## src/rtl/sync_fifo_param.sv

```systemverilog
// Single-clock parametrised FIFO with occupancy count, almost-full/empty flags and error pulses.
// Define SYNC_FIFO_FWFT_EN for first-word-fall-through reads; otherwise rdata_o is registered on pop.
module sync_fifo_param #(
  parameter int unsigned WIDTH    = 8,
  parameter int unsigned DEPTH    = 16,
  parameter int unsigned AF_LEVEL = DEPTH - 2,
  parameter int unsigned AE_LEVEL = 2,
  localparam int unsigned CW      = $clog2(DEPTH + 1)
) (
  input  logic             clk_i,
  input  logic             rst_i,
  input  logic [WIDTH-1:0] wdata_i,
  input  logic             wr_en_i,
  output logic             full_o,
  output logic             almost_full_o,
  output logic             wr_error_o,
  input  logic             rd_en_i,
  output logic [WIDTH-1:0] rdata_o,
  output logic             empty_o,
  output logic             almost_empty_o,
  output logic             rd_error_o,
  output logic [CW-1:0]    count_o
);

  localparam int unsigned PW = $clog2(DEPTH);

  logic [WIDTH-1:0] mem_q [DEPTH];
  logic [PW-1:0]    wr_ptr_q, wr_ptr_d;
  logic [PW-1:0]    rd_ptr_q, rd_ptr_d;
  logic [CW-1:0]    count_q, count_d;
  logic             full_q, empty_q, af_q, ae_q;
  logic             wr_err_q, rd_err_q;
  logic             wr_acc, rd_acc;

  // Acceptance is judged on registered (pre-edge) flags only.
  always_comb begin
    wr_acc   = wr_en_i && !full_q;
    rd_acc   = rd_en_i && !empty_q;
    wr_ptr_d = wr_ptr_q;
    rd_ptr_d = rd_ptr_q;
    count_d  = count_q;
    if (wr_acc) begin
      wr_ptr_d = (wr_ptr_q == PW'(DEPTH - 1)) ? '0 : wr_ptr_q + PW'(1);
    end
    if (rd_acc) begin
      rd_ptr_d = (rd_ptr_q == PW'(DEPTH - 1)) ? '0 : rd_ptr_q + PW'(1);
    end
    if (wr_acc && !rd_acc) begin
      count_d = count_q + CW'(1);
    end else if (rd_acc && !wr_acc) begin
      count_d = count_q - CW'(1);
    end
  end

  always_ff @(posedge clk_i or negedge rst_i) begin
    if (!rst_i) begin
      wr_ptr_q <= '0;
      rd_ptr_q <= '0;
      count_q  <= '0;
      full_q   <= 1'b0;
      empty_q  <= 1'b1;
      af_q     <= 1'b0;
      ae_q     <= 1'b1;
      wr_err_q <= 1'b0;
      rd_err_q <= 1'b0;
    end else begin
      wr_ptr_q <= wr_ptr_d;
      rd_ptr_q <= rd_ptr_d;
      count_q  <= count_d;
      full_q   <= (count_d == CW'(DEPTH));
      empty_q  <= (count_d == '0);
      af_q     <= (count_d >= CW'(AF_LEVEL));
      ae_q     <= (count_d <= CW'(AE_LEVEL));
      wr_err_q <= wr_en_i && full_q;
      rd_err_q <= rd_en_i && empty_q;
    end
  end

  // Storage is deliberately not reset.
  always_ff @(posedge clk_i) begin
    if (wr_acc) begin
      mem_q[wr_ptr_q] <= wdata_i;
    end
  end

`ifdef SYNC_FIFO_FWFT_EN
  assign rdata_o = empty_q ? '0 : mem_q[rd_ptr_q];
`else
  logic [WIDTH-1:0] rdata_q;

  always_ff @(posedge clk_i or negedge rst_i) begin
    if (!rst_i) begin
      rdata_q <= '0;
    end else if (rd_acc) begin
      rdata_q <= mem_q[rd_ptr_q];
    end
  end

  assign rdata_o = rdata_q;
`endif

  assign full_o         = full_q;
  assign empty_o        = empty_q;
  assign almost_full_o  = af_q;
  assign almost_empty_o = ae_q;
  assign wr_error_o     = wr_err_q;
  assign rd_error_o     = rd_err_q;
  assign count_o        = count_q;

endmodule
```

## config.mk

```make
export PLATFORM = sky130hd
export DESIGN_NAME = sync_fifo_param
export DESIGN_NICKNAME = d
export VERILOG_FILES = /design/src/rtl/sync_fifo_param.sv
export SDC_FILE = /design/constraint.sdc
export NUM_CORES = 1
export LEC_CHECK = 0
export CORE_UTILIZATION = 54
export CTS_CLUSTER_DIAMETER = 120
export CTS_CLUSTER_SIZE = 20
export DETAILED_ROUTE_END_ITERATION = 8
export GPL_TIMING_DRIVEN = 0
export PLACE_DENSITY = 0.79
export SLEW_MARGIN = 20
export SYNTH_ARGS = -nofsm -noshare
export SYNTH_HDL_FRONTEND = slang
export SYNTH_SLANG_ARGS = --single-unit
```

## constraint.sdc

```tcl
create_clock -name clk_i -period 1.68 [get_ports clk_i]
set_clock_uncertainty 0.1 [all_clocks]
set_input_delay 0.336 -clock clk_i [delete_from_list [all_inputs] [get_ports clk_i]]
set_output_delay 0.336 -clock clk_i [all_outputs]
set_load 0.1 [all_outputs]
```

**After elaboration in Yosys (flattened, before gate mapping)**

Memory sizes are Yosys's and may differ from the RTL's. A register that Yosys moved wholly into a read port is not among the register bits.
Index checks and enable logic that the tools add are counted.

- Flip-flop bits (word level): 19
- Bits in latches: 0
- Bits in writable memories: 128
- ROM bits: 0
- Bits of input ports: 12
- Output and inout bits: 19
- Logic and storage cells: 37
- Memories: 1

Memory list:

| memory | depth | width | rd ports | clocked after Yosys merged registers in | wr ports | line | text |
|---|---|---|---|---|---|---|---|
| mem_q | 16 | 8 | 1 | 1 | 1 | 27 | `logic [WIDTH-1:0] mem_q [DEPTH];` |

- $add $sub $neg: 4
- Multipliers: 0
- Divide/modulo/power cells: 0
- $lt $le $gt $ge: 2
- Eq/ne operators: 3
- Shift operators: 0
- Mux-type cells: 6
- Bitwise operators: 0
- Reductions and logical operators: 12

Operators with widths:

| cell | count |
|---|---|
| 2-to-1 mux 5 bit | 2 |
| adder 4 x 1 -> 4 bit (second input constant) | 2 |
| equality test 4 bit (second input constant) | 2 |
| 2-to-1 mux 4 bit | 2 |
| logical AND 1 bit | 6 |
| adder 5 x 1 -> 5 bit (second input constant) | 1 |
| equality test 5 bit (second input constant) | 1 |
| >= comparator 5 x 4 -> 1 bit (second input constant) | 1 |
| less-or-equal comparator 5 x 2 -> 1 bit (second input constant) | 1 |
| logical NOT 1 bit | 5 |
| logical NOT 5 bit | 1 |
| subtractor 5 x 1 -> 5 bit (second input constant) | 1 |
| 2-to-1 mux 1 bit | 2 |

**Depth between registers and ports, before layout**

- Depth after elaboration: 7
- Mapped depth: 7
- Depth with buffers taken out: 6

**Worst setup path before layout**

Ideal clock, no wire load.

- Path type: flip-flop to flip-flop
- From: register count_q[1] (netlist: count_o[1])
- To: register af_q (netlist: almost_full_o)
- Setup time: 0.092 ns
- Data arrival time: 2.121 ns
- Required time: 1.488 ns
- Slack: -0.632 ns
- Stages on the path, launching flop included: 7
- Path buffers: 0
- Clock period less this slack: 2.312 ns
- Cells stage by stage: dfrtp_1 > inv_1 > ha_1 > a21oi_1 > a32oi_1 > or3_1 > o31ai_2

- Longest elaborated chain between the ends: 4
- Elaborated cells on any way between the ends: 5
- Classes of those cells: 2 x add/sub; 1 x order compare; 2 x mux

RTL lines:

| what | line | text |
|---|---|---|
| start: declaration | 30 | `logic [CW-1:0] count_q, count_d;` |
| start signal: assignment | 69 | `count_q <= count_d;` |
| subtractor 5 x 1 -> 5 bit | 51 | `count_d = count_q - CW'(1);` |
| 2-to-1 mux 5 bit | 50 | `end else if (rd_acc && !wr_acc) begin` |
| 2-to-1 mux 5 bit * | 48 | `if (wr_acc && !rd_acc) begin` |
| >= comparator 5 x 4 -> 1 bit * | 72 | `af_q <= (count_d >= CW'(AF_LEVEL));` |
| end signal: assignment | 72 |  |
| end: declaration | 31 | `logic full_q, empty_q, af_q, ae_q;` |

Every way passes the cells marked *; elsewhere a longest branch is shown, timed or not.
A chain may end at the register's enable or synchronous reset.

==> metrics.md <==
| Metric | Value |
|---|---|
| Clk buf depth | `2` |
| Synth async-reset ratio | `17.42%` |
| Crit-path max FO | `7` |
| Final wirelength | `between 15000 and 20000 um` |
| Clock Root Buffer | `clkbuf_16` |
| Post-Synth Simple-Gate Area | `7.698%` |
| FMAX | `0.5203 GHz` |
| DRC Markers | `0` |
| Seq/Total Area, Yosys | `between 70% and 80%` |
| Fin crit period | `1.922 ns` |
| CTS tree | `yes` |
| I/O pin count | `31` |
| Initial core utilization | `55.42%` |
| Top sig layer | `met4` |
| Crit-path slowest cell | `mux4_2` |
| Gr ovfl total | `0` |
| Critical Path RT | `1.87 ns` |
| GRT Overall Usage | `26.88%` |
| Worst reg2reg path endpoint | `rdata_o[1]` |
| Dpl cell area | `0.006943 mm^2` |
| Worst-path clk slew | `0.07 ns` |
| Die ar. | `0.01221 mm^2` |
| Number of enable flip-flop cells after synthesis | `128` |
| Peak per-stage delay on the critical path | `0.53 ns` |
| Core area | `0.01147 mm^2` |
| #FFs+latches synth | `155` |
| Syn Nets | `just over 400` |
| DP Wirelength | `8632 um` |
| WL met3 | `between 1500 and 2000 um` |
| CP Capture Type | `register` |
| Cells after Synth | `388` |
| CTS sink count | `155` |
| Initial antenna violation count | `0` |
| Worst setup SP type | `register` |
| Syn Area/Cell | `16.38 um^2` |
| DR vias/cell | `6.405` |
| RR Startpoint | `rd_ptr_q[1]` |
| Height of the die | `110.5 um` |
| Num CTS Buffers | `17` |
| Crit path cell chain | `buf_6, buf_12, buf_4, mux4_2, o21ai_2, nand3_1` |
| Vias | `4080` |
| Setup slack after layout | `-0.2418 ns` |
| Crit path arrival time | `2.11 ns` |
| Wire per inst | `about 27 um` |
| Pwr dens | `1964 mW/mm^2` |
| Largest net degree at the start of global routing | `28` |
| Post-Synth Adder-Cell Area | `1.378%` |
| Worst hold slack | `0.1611 ns` |
| Slew @ Worst Pin | `0.7208 ns` |
| RSZ-0062 raised after global routing | `yes` |
| Final GP Congestion | `0.8086` |
| Max-Cap Viols | `0` |
| Lkg Pwr | `2.991 nW` |
| Status | `finished with violations` |
| HP Start | `rd_en_i` |
| Synth Area in Compound Gates | `6.852%` |
| DRT iter0 DRCs | `566` |
| First-pass GRT wire length | `about 24000 um` |
| DIE WIDTH | `about 110 um` |
| Largest family of logic cells by synthesized area | `multiplexers` |
| Most common library cell in the layout ignoring fill and taps | `edfxtp_1` |
| # fillers | `583` |
| CP Class | `register to register` |
| Worst R2R Setup Slack | `-0.24 ns` |
| Mapped Area | `0.006355 mm^2` |
| Xor-xnor portion of the synthesized cell area | `0.8072%` |
| Drt pass-1 iters | `5` |
| Most frequent cells in the layout | `edfxtp_1 (128), buf_4 (37), dfrtp_1 (20), clkbuf_16 (19), mux2i_1 (17)` |
| Number of diodes | `0` |
| Top_reg_cell synth | `edfxtp_1` |
| Area Growth Syn to Fin | `33.55%` |
| PortBufs | `30` |
| YS warnings | `0` |
| WHS Endpoint | `rd_error_o` |
| Maximum vdd drop | `roughly 0.0013 V` |
| FF-to-FF path depth | `6` |
| Failing checks | `negative setup slack` |
| Site row count | `39` |
| Hold depth | `2` |
| Design area | `0.008487 mm^2` |
| Pins Over Slew Limit | `0` |
| Unique masters post-synth | `48` |
| Metal-1 WL | `6336 um` |
| Share of cells above drive strength 1 | `45.34%` |
| Layout Nets | `500` |
| H-tree depth | `4` |
| Period utilization | `114.4%` |
| Vias in the first global route | `between 3000 and 4000` |
| Hold Path Class | `input port to register` |
| Clk Latency, worst-skew pair | `about 0.42 ns` |
| Met2 Wirelength | `about 8600 um` |
| Max-slew headroom | `51.80%` |
| Final Hold Fails | `0` |
| # setup viols final | `146` |
| Antenna Nets Post-Route | `0` |
| Mux cell area share after synthesis | `9.470%` |
timing repair:
| action | in CTS | in global routing |
|---|---|---|
| setup buffers | 22 | 22 |
| pin swaps | 16 | 24 |
| endpoints found under the setup margin | 130 | 118 |
| hold endpoints to repair | 25 | 0 |
| hold buffers | 1 | 0 |
| cloned | 1 | 2 |
| gates resized for setup | 194 | 58 |
power breakdown:
group,internal [mW],leakage [nW],switching (mW),total (mW)
sequential,4.78,1.47,0.481,5.26
combinational,3.12,1.25,4.64,7.76
clock,2.16,0.272,1.49,3.64
total,10.1,2.99,6.60,16.7
worst max path at each step:
stage	startpoint	to	slack [ns]	cells past startpoint
floorplan	empty_o	almost_full_o	-0.25	6
global placement	empty_o	empty_o	-0.48	1
detailed placement	rd_en_i	rd_ptr_q[3]	-0.56	7
CTS	full_o	mem_q[4][6]	-0.15	5
global route	rd_ptr_q[1]	rdata_o[1]	-0.26	6
finish	rd_ptr_q[1]	rdata_o[1]	-0.24	6
Yosys cell counts (2+ instances only):
cell type | instances | area [um^2]
a211oi_1 | 15 | 112.6
a21oi_1 | 10 | 50.05
a31oi_1 | 8 | 50.05
and2_1 | 18 | 112.6
and3_1 | 2 | 12.51
and3b_1 | 2 | 17.52
buf_2 | 2 | 10.01
buf_4 | 9 | 67.56
buf_6 | 4 | 45.04
clkbuf_1 | 5 | 18.77
dfrtp_1 | 25 | 625.6
dfstp_2 | 2 | 52.55
edfxtp_1 | 128 | 3844
ha_1 | 7 | 87.58
inv_1 | 7 | 26.28
mux2i_1 | 23 | 230.2
mux4_2 | 16 | 360.4
nand2_1 | 14 | 52.55
nand2b_1 | 4 | 25.02
nand3_1 | 9 | 45.04
nor2_1 | 14 | 52.55
nor2_2 | 2 | 12.51
nor2b_1 | 10 | 62.56
nor3_1 | 3 | 15.01
o21ai_0 | 14 | 70.07
o21ai_1 | 2 | 10.01
o22ai_1 | 8 | 50.05
or3_1 | 2 | 12.51
xnor2_1 | 4 | 35.03
kinds of logic (layout without fill, tap and decap cells):
group / count (synthesis) / in the layout
DFF: 155 / 155
and+or+nand+nor: 88 / 88
AOI/OAI and AO/OA: 66 / 66
muxes: 40 / 40
buffers and inverters: 27 / 133
adders and majority gates: 7 / 7
xor gates and xnor gates: 5 / 5
per-layer routing:
layer | GRT usage (%) | vias to the layer above
met3 | 6.092 | 64
met4 | 10.76 | 0
met2 | 43.64 | 287
li1 | - | 1691
met1 | 35.39 | 2038
met5 | 0 | -
flip-flops by register name, indices dropped and copies added (netlist names), 4 cells and up:
name and count:
mem_q 128, rd_ptr_q 4, rdata_o 8, wr_ptr_q 4
count_o 5
metrics by stage:
step           std cells  util (%)  setup WS (ns)  setup TNS, ns  total power, mW
6_report             637     74.01        -0.2418         -17.26            16.67
2_1_floorplan        388         -        -0.2539         -14.28            9.099
3_3_place_gp         561     60.59        -0.4843         -68.57            10.33
4_1_cts              615     70.06        -0.1498         -11.81            15.27
5_1_grt              637     74.01        -0.2636         -21.55            17.09
3_5_place_dp         561     60.55        -0.5583         -66.37            10.46
final cells by class:
class	instances	area, um^2	area share (%)
Sequential cell	155	4539	53.49
Multi-Input combinational cell	206	2240	26.39
Timing Repair Buffer	76	735.7	8.669
Clock buffer	21	440.4	5.189
Buffer	18	220.2	2.595
Tap cell	143	178.9	2.108
Clock inverter	11	106.4	1.253
Inverter	7	26.28	0.3096
critical path, delay by kind of cell, from the launching register on:
family / cells / cell delay, ns
mux: 1 / 0.53
buf+inv: 3 / 0.44
flops: 1 / 0.40
compound gates: 1 / 0.18
simple gates: 1 / 0.15
Note: power is estimated with default switching activity, not from simulation.
